[config.mk]
export PLATFORM = sky130hd
export DESIGN_NAME = operand_fetcher_flat
export DESIGN_NICKNAME = d
export VERILOG_FILES = /design/src/rtl/cpu_pkg.sv /design/src/rtl/operand_fetcher_if.sv /design/src/rtl/pc_counter.sv /design/src/rtl/operand_fetcher.sv /design/src/flat_wrapper.sv
export SDC_FILE = /design/constraint.sdc
export NUM_CORES = 1
export LEC_CHECK = 0
export CAP_MARGIN = 40
export CORE_MARGIN = 3
export CORE_UTILIZATION = 42
export CTS_CLUSTER_DIAMETER = 30
export DETAILED_ROUTE_END_ITERATION = 6
export GPL_TIMING_DRIVEN = 0
export MAX_ROUTING_LAYER = met4
export PLACE_DENSITY = 0.84
export SLEW_MARGIN = 25
export SYNTH_ARGS = -nofsm -noshare
export SYNTH_HDL_FRONTEND = slang
export SYNTH_SLANG_ARGS = --single-unit
[constraint.sdc]
create_clock -name clk -period 3.3 [get_ports clk]
set_input_delay 0.33 -clock clk [delete_from_list [all_inputs] [get_ports clk]]
set_output_delay 0.33 -clock clk [all_outputs]
set_load 0.005 [all_outputs]
[src/rtl/cpu_pkg.sv]
`default_nettype none
// ============================================================================
// cpu_pkg : shared types and widths for the CPU front end
// Revision: 1.0
// ============================================================================
package cpu_pkg;

    localparam int DEFAULT_ADDR_W    = 16;
    localparam int DEFAULT_DATA_W    = 8;
    localparam int MAX_OPERAND_BYTES = 2;

    typedef enum logic [1:0] {
        IDLE = 2'd0,
        READ = 2'd1,
        DONE = 2'd2
    } fetch_state_t;

    // Decoder may present 3; the longest operand is MAX_OPERAND_BYTES.
    function automatic logic [1:0] clamp_count(input logic [1:0] count);
        return (count > 2'(MAX_OPERAND_BYTES)) ? 2'(MAX_OPERAND_BYTES) : count;
    endfunction

endpackage
`default_nettype wire

[src/rtl/operand_fetcher_if.sv]
`default_nettype none
// ============================================================================
// operand_fetcher_if : decoder, memory bus and register-load signals of the fetcher
// Revision: 1.0
// ============================================================================
interface operand_fetcher_if
    import cpu_pkg::*;
#(
    parameter int ADDR_W = DEFAULT_ADDR_W,
    parameter int DATA_W = DEFAULT_DATA_W
) ();

    logic              start;
    logic [1:0]        byte_count;
    logic              pc_load;
    logic [ADDR_W-1:0] pc_in;
    logic [ADDR_W-1:0] pc_out;
    logic              mem_rd;
    logic [ADDR_W-1:0] mem_addr;
    logic              mem_ack;
    logic [DATA_W-1:0] mem_rdata;
    logic              ld_lo;
    logic              ld_hi;
    logic [DATA_W-1:0] data_out;
    logic              busy;
    logic              done;

    modport master (
        input  start, byte_count, pc_load, pc_in, mem_ack, mem_rdata,
        output pc_out, mem_rd, mem_addr, ld_lo, ld_hi, data_out, busy, done
    );

    modport slave (
        output start, byte_count, pc_load, pc_in, mem_ack, mem_rdata,
        input  pc_out, mem_rd, mem_addr, ld_lo, ld_hi, data_out, busy, done
    );

endinterface
`default_nettype wire

[src/rtl/pc_counter.sv]
`default_nettype none
// ============================================================================
// pc_counter : program counter with synchronous load and increment
// Revision: 1.0
// ============================================================================
module pc_counter #(
    parameter int WIDTH = 16
) (
    input  wire logic             clk,
    input  wire logic             reset,
    input  wire logic             load,
    input  wire logic             inc,
    input  wire logic [WIDTH-1:0] load_value,
    output logic      [WIDTH-1:0] pc
);

    // Load wins over increment; increment wraps naturally at 2**WIDTH.
    always_ff @(posedge clk) begin
        if (reset) begin
            pc <= '0;
        end else if (load) begin
            pc <= load_value;
        end else if (inc) begin
            pc <= pc + WIDTH'(1);
        end
    end

endmodule
`default_nettype wire

[src/rtl/operand_fetcher.sv]
`default_nettype none
// ============================================================================
// operand_fetcher : reads 0-2 operand bytes at PC and strobes them into registers
// Revision: 1.0
// ============================================================================
module operand_fetcher
    import cpu_pkg::*;
#(
    parameter int ADDR_W = DEFAULT_ADDR_W,
    parameter int DATA_W = DEFAULT_DATA_W
) (
    input  wire logic       clk,
    input  wire logic       reset,
    operand_fetcher_if.master bus
);

    fetch_state_t      state;
    fetch_state_t      state_next;
    logic [ADDR_W-1:0] pc;
    logic              pc_ld;
    logic              pc_inc;
    logic              mem_rd;
    logic              busy;
    logic              done;
    logic              byte_idx;
    logic [1:0]        num_bytes;
    logic              last_byte;
    logic              ld_lo_q;
    logic              ld_hi_q;
    logic [DATA_W-1:0] data_q;

    pc_counter #(
        .WIDTH      (ADDR_W)
    ) u_pc_counter (
        .clk        (clk),
        .reset      (reset),
        .load       (pc_ld),
        .inc        (pc_inc),
        .load_value (bus.pc_in),
        .pc         (pc)
    );

    assign last_byte = (({1'b0, byte_idx} + 2'd1) == num_bytes);

    always_ff @(posedge clk) begin
        if (reset) begin
            state <= IDLE;
        end else begin
            state <= state_next;
        end
    end

    always_comb begin
        state_next = state;
        mem_rd     = 1'b0;
        busy       = 1'b0;
        done       = 1'b0;
        pc_ld      = 1'b0;
        pc_inc     = 1'b0;
        unique case (state)
            IDLE: begin
                pc_ld = bus.pc_load;
                if (bus.start) begin
                    state_next = (clamp_count(bus.byte_count) == 2'd0) ? DONE : READ;
                end
            end
            READ: begin
                mem_rd = 1'b1;
                busy   = 1'b1;
                if (bus.mem_ack) begin
                    pc_inc = 1'b1;
                    if (last_byte) begin
                        state_next = DONE;
                    end
                end
            end
            DONE: begin
                busy       = 1'b1;
                done       = 1'b1;
                state_next = IDLE;
            end
            default: state_next = IDLE;
        endcase
    end

    // Strobes and data are registered so they appear the cycle after the ack;
    // data_q returns to 0 whenever no strobe is pending.
    always_ff @(posedge clk) begin
        if (reset) begin
            byte_idx  <= 1'b0;
            num_bytes <= 2'd0;
            ld_lo_q   <= 1'b0;
            ld_hi_q   <= 1'b0;
            data_q    <= '0;
        end else begin
            ld_lo_q <= 1'b0;
            ld_hi_q <= 1'b0;
            data_q  <= '0;
            if (state == IDLE && bus.start) begin
                num_bytes <= clamp_count(bus.byte_count);
                byte_idx  <= 1'b0;
            end
            if (mem_rd && bus.mem_ack) begin
                data_q   <= bus.mem_rdata;
                ld_lo_q  <= ~byte_idx;
                ld_hi_q  <= byte_idx;
                byte_idx <= 1'b1;
            end
        end
    end

    assign bus.pc_out   = pc;
    assign bus.mem_rd   = mem_rd;
    assign bus.mem_addr = mem_rd ? pc : '0;
    assign bus.ld_lo    = ld_lo_q;
    assign bus.ld_hi    = ld_hi_q;
    assign bus.data_out = data_q;
    assign bus.busy     = busy;
    assign bus.done     = done;

endmodule
`default_nettype wire
[src/flat_wrapper.sv]
// flat-port wrapper written by rule: the top's interface ports become plain ports
module operand_fetcher_flat import cpu_pkg::*;
#(
    parameter int ADDR_W = DEFAULT_ADDR_W,
    parameter int DATA_W = DEFAULT_DATA_W
)
  (clk, reset, bus_start, bus_byte_count, bus_pc_load, bus_pc_in, bus_mem_ack, bus_mem_rdata, bus_pc_out, bus_mem_rd, bus_mem_addr, bus_ld_lo, bus_ld_hi, bus_data_out, bus_busy, bus_done);
  operand_fetcher_if #(.ADDR_W(ADDR_W), .DATA_W(DATA_W)) bus_i ();
  input  wire logic clk;
  input  wire logic reset;
  input wire logic [$bits(bus_i.start)-1:0] bus_start;
  input wire logic [$bits(bus_i.byte_count)-1:0] bus_byte_count;
  input wire logic [$bits(bus_i.pc_load)-1:0] bus_pc_load;
  input wire logic [$bits(bus_i.pc_in)-1:0] bus_pc_in;
  input wire logic [$bits(bus_i.mem_ack)-1:0] bus_mem_ack;
  input wire logic [$bits(bus_i.mem_rdata)-1:0] bus_mem_rdata;
  output wire logic [$bits(bus_i.pc_out)-1:0] bus_pc_out;
  output wire logic [$bits(bus_i.mem_rd)-1:0] bus_mem_rd;
  output wire logic [$bits(bus_i.mem_addr)-1:0] bus_mem_addr;
  output wire logic [$bits(bus_i.ld_lo)-1:0] bus_ld_lo;
  output wire logic [$bits(bus_i.ld_hi)-1:0] bus_ld_hi;
  output wire logic [$bits(bus_i.data_out)-1:0] bus_data_out;
  output wire logic [$bits(bus_i.busy)-1:0] bus_busy;
  output wire logic [$bits(bus_i.done)-1:0] bus_done;
  assign bus_i.start = bus_start;
  assign bus_i.byte_count = bus_byte_count;
  assign bus_i.pc_load = bus_pc_load;
  assign bus_i.pc_in = bus_pc_in;
  assign bus_i.mem_ack = bus_mem_ack;
  assign bus_i.mem_rdata = bus_mem_rdata;
  assign bus_pc_out = bus_i.pc_out;
  assign bus_mem_rd = bus_i.mem_rd;
  assign bus_mem_addr = bus_i.mem_addr;
  assign bus_ld_lo = bus_i.ld_lo;
  assign bus_ld_hi = bus_i.ld_hi;
  assign bus_data_out = bus_i.data_out;
  assign bus_busy = bus_i.busy;
  assign bus_done = bus_i.done;
  operand_fetcher #(.ADDR_W(ADDR_W), .DATA_W(DATA_W)) u_core (.clk(clk), .reset(reset), .bus(bus_i));
endmodule
==> results of run 1 <==
## layout by cell type (no fill, tap or decap), types with 2 or more instances in the layout
master / instances
a211oi_1: 11
o21ai_0: 5
ha_1: 4
and2_1: 25
nor4_1: 5
nand2_1: 11
nor2_1: 21
nor3b_1: 2
a311oi_1: 3
dfxtp_1: 31
nor3_1: 4
clkdlybuf4s50_1: 75
nand3_1: 5
xnor2_1: 10
a21oi_1: 5
clkbuf_4: 5
clkbuf_1: 7
or3_1: 3
nand4_1: 2
inv_1: 6
## logic make-up after synthesis
logic type,after synthesis,share of synthesized area [%]
and+or+nand+nor,85,30.91
DFF,31,41.89
AOI/OAI and AO/OA,30,14.02
buffers and inverters,13,3.294
xor gates and xnor gates,11,6.503
adders and majority gates,4,3.379
## through the flow
step           instance area, µm²  instances  total power [W]
6_report                     2374        301         0.001035
5_1_grt                      2374        301         0.001086
4_1_cts                      2374        301         0.001036
3_5_place_dp                 2287        293        0.0007303
3_3_place_gp                 2287        293        0.0007243
2_1_floorplan                1481        174        0.0005681
## power groups by stage
stage                     combinational, W  clock (W)  sequential (W)
final                             0.000269   0.000312        0.000453
after global routing              0.000297   0.000329        0.000460
after CTS                         0.000272   0.000312        0.000453
after detailed placement          0.000269          0        0.000461
after global placement            0.000266          0        0.000459
after floorplan                   0.000114          0        0.000454
## registers in the layout, summed over array words and instances, names as in the netlist
name	count
u_core.byte_idx	1
u_core.num_bytes	2
u_core.state	2
u_core.bus.data_out	8
u_core.bus.ld_hi	1
u_core.u_pc_counter.pc	16
u_core.bus.ld_lo	1
## metal layers
| metal | global-route usage [%] | vias to the layer above | wire [µm] |
|---|---|---|---|
| met3 | 4.444 | 7 | 236 |
| met4 | 8.031 | 0 | 68 |
| met1 | 28.03 | 716 | 1957 |
| li1 | - | 769 | - |
| met5 | - | - | 0 |
| met2 | 35.15 | 51 | 2013 |
## worst max-delay path, cell delays in order (launching register included)
cell and delay [ns]:
dfxtp_1 0.34, inv_1 0.08, ha_1 0.27, clkbuf_1 0.36, and2_1 0.19, clkdlybuf4s50_1 0.50
## cell type report
| cell class | count | share of cell area (%) |
|---|---|---|
| Sequential cell | 31 | 26.15 |
| Buffer | 7 | 1.107 |
| Clock buffer | 6 | 2.161 |
| Clock inverter | 2 | 1.476 |
| Tap cell | 44 | 2.319 |
| Timing Repair Buffer | 75 | 31.63 |
| Inverter | 6 | 0.9489 |
| Multi-Input combinational cell | 130 | 34.21 |
## how the worst min path moves through the flow
stage                     depth (start not counted)  slack, ns                    endpoint
final                                             2       0.50         u_core.num_bytes[1]
after global routing                              2       0.50         u_core.num_bytes[1]
after CTS                                         2       0.49         u_core.num_bytes[1]
after detailed placement                          2       0.48         u_core.num_bytes[1]
after global placement                            2       0.46         u_core.num_bytes[1]
after floorplan                                   1       0.41  u_core.u_pc_counter.pc[13]
==> impl_metrics.json, run 1 <==
{
  "htreeDepth": 2,
  "cp_max_fo": 10,
  "wl_per_cell_um": 14.21,
  "num_vias": 1543,
  "routed_wirelength_mm": 4.276,
  "whs_ns": 0.4953,
  "grt_overflow": 0,
  "cts_setup_buffers": 0,
  "avgSynthCellArea_um2": 8.514,
  "ant_nets": 0,
  "ctsResizeCount": 0,
  "synth-main-ff-cell": "dfxtp_1",
  "regToRegStartpoint": "u_core.state[1]",
  "fin_crit_ns": 2.396,
  "status": "finished, final reports clean",
  "core_mm2": 0.003203,
  "final_nets": 291,
  "diodes": 0,
  "dr.pass1.iters": 4,
  "seq_power_share_pct": 43.8,
  "fin_worst_skew_ns": 0.004610,
  "io_buffers": 75,
  "netlist_top_cells_count": "31 x dfxtp_1, 25 x and2_1, 21 x nor2_1, 11 x a211oi_1, 11 x nand2_1",
  "crit_path_start": "u_core.state[1]",
  "start_util_pct": 46.25,
  "ctsLongestPathBuffers": 2,
  "gp_congestion": 0.8359,
  "cts_made_buffers": 5,
  "rows": 20,
  "grt_start_max_net_pins": 11,
  "setup_tns_ns": 0,
  "cts_tree": "yes",
  "endpoint": "bus_mem_addr[2]",
  "ctsRootBufferMaster": "clkbuf_4",
  "final.fill_count": 274,
  "netlist_area_mm2": 0.001481,
  "yosys.cell_count.top_type": "dfxtp_1",
  "grtUsageTotal_pct": 22.15,
  "worstMarginPinSlew_ns": 0.5078,
  "clk_transition_reported_paths_ns": 0.10,
  "p_comb_share_pct": 26.0,
  "grt_pass1_wl_mm": 7.169,
  "synth_seq_area_share_pct": 41.89,
  "p_int_w": 0.0007466,
  "die_area_mm2": 0.004276,
  "setup_violations": 0,
  "vias_per_cell": 5.126,
  "num_io_pins": 76,
  "power_switching_share_pct": 27.84,
  "antenna_found_initial": 0,
  "required_ns": 2.97,
  "synth_edf_count": 0,
  "dpl_worst_slack_ns": 0.9658,
  "cp-end-kind": "output port",
  "synthTopCellsByArea": "dfxtp_1 42%, and2_1 11%, xnor2_1 5.9%",
  "die_w_um": 65.39,
  "crit_path_start_kind": "flip-flop",
  "timing.rr.end": "u_core.u_pc_counter.pc[15]",
  "ys_async_sr_fraction_pct": 0,
  "grt_pass1_vias": 1538,
  "cap_violations": 0,
  "peakVddDrop_mv": 0.3048,
  "worst_slack_ns": 0.9037,
  "r2r_slack_ns": 1.18,
  "worstSetupPathType": "reg2out",
  "die_h_um": 65.39,
  "yosysTopAreaCellShare_pct": 41.89,
  "p_sw_w": 0.0002880,
  "hold_path.class": "reg2reg",
  "finish.utilization_pct": 74.10,
  "clockPowerShare_pct": 30.1,
  "drive_gt1_share_pct": 4.280,
  "grt_setup_unrepaired": "false",
  "yosysWarnings": 0,
  "synth_top_area_cell": "dfxtp_1",
  "power_density_mw_per_mm2": 435.9,
  "synth_seq_cells": 31,
  "drv_slew": 0,
  "hpwlAfterDp_mm": 3.272,
  "syn_to_final_growth_pct": 60.22,
  "fmax_mhz": 417.3,
  "regArea_um2": 620.6,
  "drc": 0,
  "slew_headroom_pct": 66.14,
  "finalHoldViolCount": 0,
  "synth_nets": 209,
  "first_iter_violations": 86,
  "rr_worst_depth": 6,
  "cp.arrival_ns": 2.07,
  "fin_crit_sh_pct": 72.61,
  "syn_inst": 174,
  "multi_input_area_um2": 812.0,
  "cts_sinks": 31,
  "cellLeakagePower_nw": 0.8351,
  "yosysUniqueCellTypes": 32,
  "hold_buffers": 0,
  "min-delay-start": "u_core.num_bytes[1]",
  "clock_latency_ns": 0.33
}
No activity file was read; power rests on OpenSTA's default activity.
==> run 2: changes to the inputs <==
- CORE_UTILIZATION: 42 -> 39
- PLACE_DENSITY: 0.84 -> 0.79
- clock period: 3.3 -> 2.4 ns (I/O delays scaled with it)
==> impl_metrics.json, run 2 (same netlist as run 1, synthesis figures left out) <==
{
  "grt_util_met3_pct": 3.161,
  "hold_depth": 2,
  "slew_headroom_pct": 64.63,
  "start_util_pct": 42.39,
  "gr-usage-met2_pct": 30.74,
  "routed_wirelength_mm": 4.175,
  "cpPeakStageDelay_ns": 0.59,
  "grtUsageTotal_pct": 19.78,
  "finish.utilization_pct": 68.96,
  "cts_setup_buffers": 0,
  "cp.arrival_ns": 2.31,
  "crit_path_start_kind": "flip-flop",
  "grt_pass1_vias": 1416,
  "die_area_mm2": 0.004574,
  "fin_crit_sh_pct": 87.70,
  "hold_buffers": 0,
  "min-delay-start": "u_core.num_bytes[1]",
  "diodes": 0,
  "timing.rr.end": "u_core.u_pc_counter.pc[15]",
  "fin_worst_skew_ns": 0.003498,
  "worstMarginPinSlew_ns": 0.5305,
  "design_area_mm2": 0.002410,
  "regArea_um2": 620.6,
  "cts_tree": "yes",
  "drive_gt1_share_pct": 5.058,
  "r2r_slack_ns": 0.30,
  "rows": 21,
  "cts_sinks": 31,
  "crit_slowest_cell": "or4_1",
  "grt_overflow": 0,
  "die_h_um": 67.63,
  "cap_violations": 0,
  "num_vias": 1517,
  "crit_buf_inv": 1,
  "wl_per_cell_um": 13.78,
  "grt_use_met1_pct": 25.53,
  "grt_start_max_net_pins": 11,
  "placedCellCount": 295,
  "worstSetupPathType": "reg2reg",
  "io_buffers": 75,
  "antenna_found_initial": 0,
  "dr.pass1.iters": 4,
  "syn_to_final_growth_pct": 62.67,
  "peakVddDrop_mv": 0.3578,
  "ctsRootBufferMaster": "clkbuf_8",
  "hold_path.class": "reg2reg",
  "ctsResizeCount": 0,
  "first_iter_violations": 74,
  "status": "finished, final reports clean",
  "cts_made_buffers": 5,
  "die_w_um": 67.63,
  "cp_max_fo": 6,
  "clk_transition_reported_paths_ns": 0.06,
  "rr_worst_depth": 6,
  "multi_input_area_um2": 812.0,
  "fin_crit_ns": 2.105,
  "final.fill_count": 301,
  "hold_end": "u_core.num_bytes[1]",
  "crit_path_start": "u_core.state[1]",
  "cp-end-kind": "flip-flop",
  "grt_pass1_wl_mm": 6.644,
  "gp_congestion": 0.7847,
  "ctsLongestPathBuffers": 2,
  "path_cells": "inv_1 > ha_1 > nand4_1 > or4_1 > or3_1 > a31oi_1",
  "final_nets": 291,
  "power_density_mw_per_mm2": 631.8,
  "ant_nets": 0,
  "vias_per_cell": 5.007,
  "final_cell_mix": "75 x clkdlybuf4s50_1, 31 x dfxtp_1, 25 x and2_1",
  "setup_tns_ns": 0,
  "hpwlAfterDp_mm": 3.128,
  "whs_ns": 0.4761,
  "placed_cell_area_mm2": 0.002290,
  "cellLeakagePower_nw": 0.8548,
  "crit_family": "simple AND/OR/NAND/NOR gates",
  "drc": 0,
  "regToRegStartpoint": "u_core.state[1]",
  "top_register": "u_core.u_pc_counter.pc",
  "largest_reg_flops": 16,
  "fmax_mhz": 475.1,
  "clock_latency_ns": 0.28,
  "top_usage_layer": "met2",
  "core_mm2": 0.003495,
  "final_common_cell": "clkdlybuf4s50_1",
  "drv_slew": 0,
  "setup_violations": 0,
  "grt_setup_unrepaired": "false",
  "finalHoldViolCount": 0,
  "required_ns": 2.61,
  "num_io_pins": 76,
  "htreeDepth": 2,
  "stdcell_count": 303
}
-- run 2: worst max path at each step --
stage	depth (start not counted)	slack, ns	endpoint
floorplan	6	0.54	u_core.u_pc_counter.pc[14]
global placement	5	0.19	u_core.u_pc_counter.pc[14]
detailed placement	5	0.18	u_core.u_pc_counter.pc[14]
CTS	5	0.15	bus_mem_addr[5]
global route	5	0.14	bus_mem_addr[7]
finish	6	0.30	u_core.u_pc_counter.pc[15]
-- run 2: cell type report --
class	count	share of cell area (%)
plain buffers	7	1.194
clock buffers	6	3.427
clock inverters	2	1.454
inverters	6	0.9346
multi-input cells	130	33.70
flip-flops and latches	31	25.75
well taps	46	2.388
repair buffers	75	31.15
-- run 2: worst register-to-register path: cells and delay by family (launching register included) --
kind / cells / cell delay (ns)
AND/OR/NAND/NOR: 3 / 1.20
flip-flops: 1 / 0.33
adder cells (fa/ha/maj): 1 / 0.26
AO/OA/AOI/OAI: 1 / 0.16
buffers and inverters: 1 / 0.08
-- run 2: routing by layer --
layer	wire length (µm)	vias to the layer above
met5	0	-
met4	63	0
met3	186	5
met2	2014	47
met1	1912	691
li1	-	774
-- run 2: power by group --
part           switching, W  internal [W]  total (W)
Combinational      0.000155      0.000218   0.000372
Clock              0.000192      0.000336   0.000528
Sequential        0.0000576      0.000565   0.000622
-- run 2: stage by stage --
stage / setup WS (ns) / power (W)
5_1_grt: 0.1407 / 0.001597
6_report: 0.2952 / 0.001523
3_3_place_gp: 0.1912 / 0.0009972
3_5_place_dp: 0.1764 / 0.001003
4_1_cts: 0.1545 / 0.001532
2_1_floorplan: 0.5352 / 0.0007812
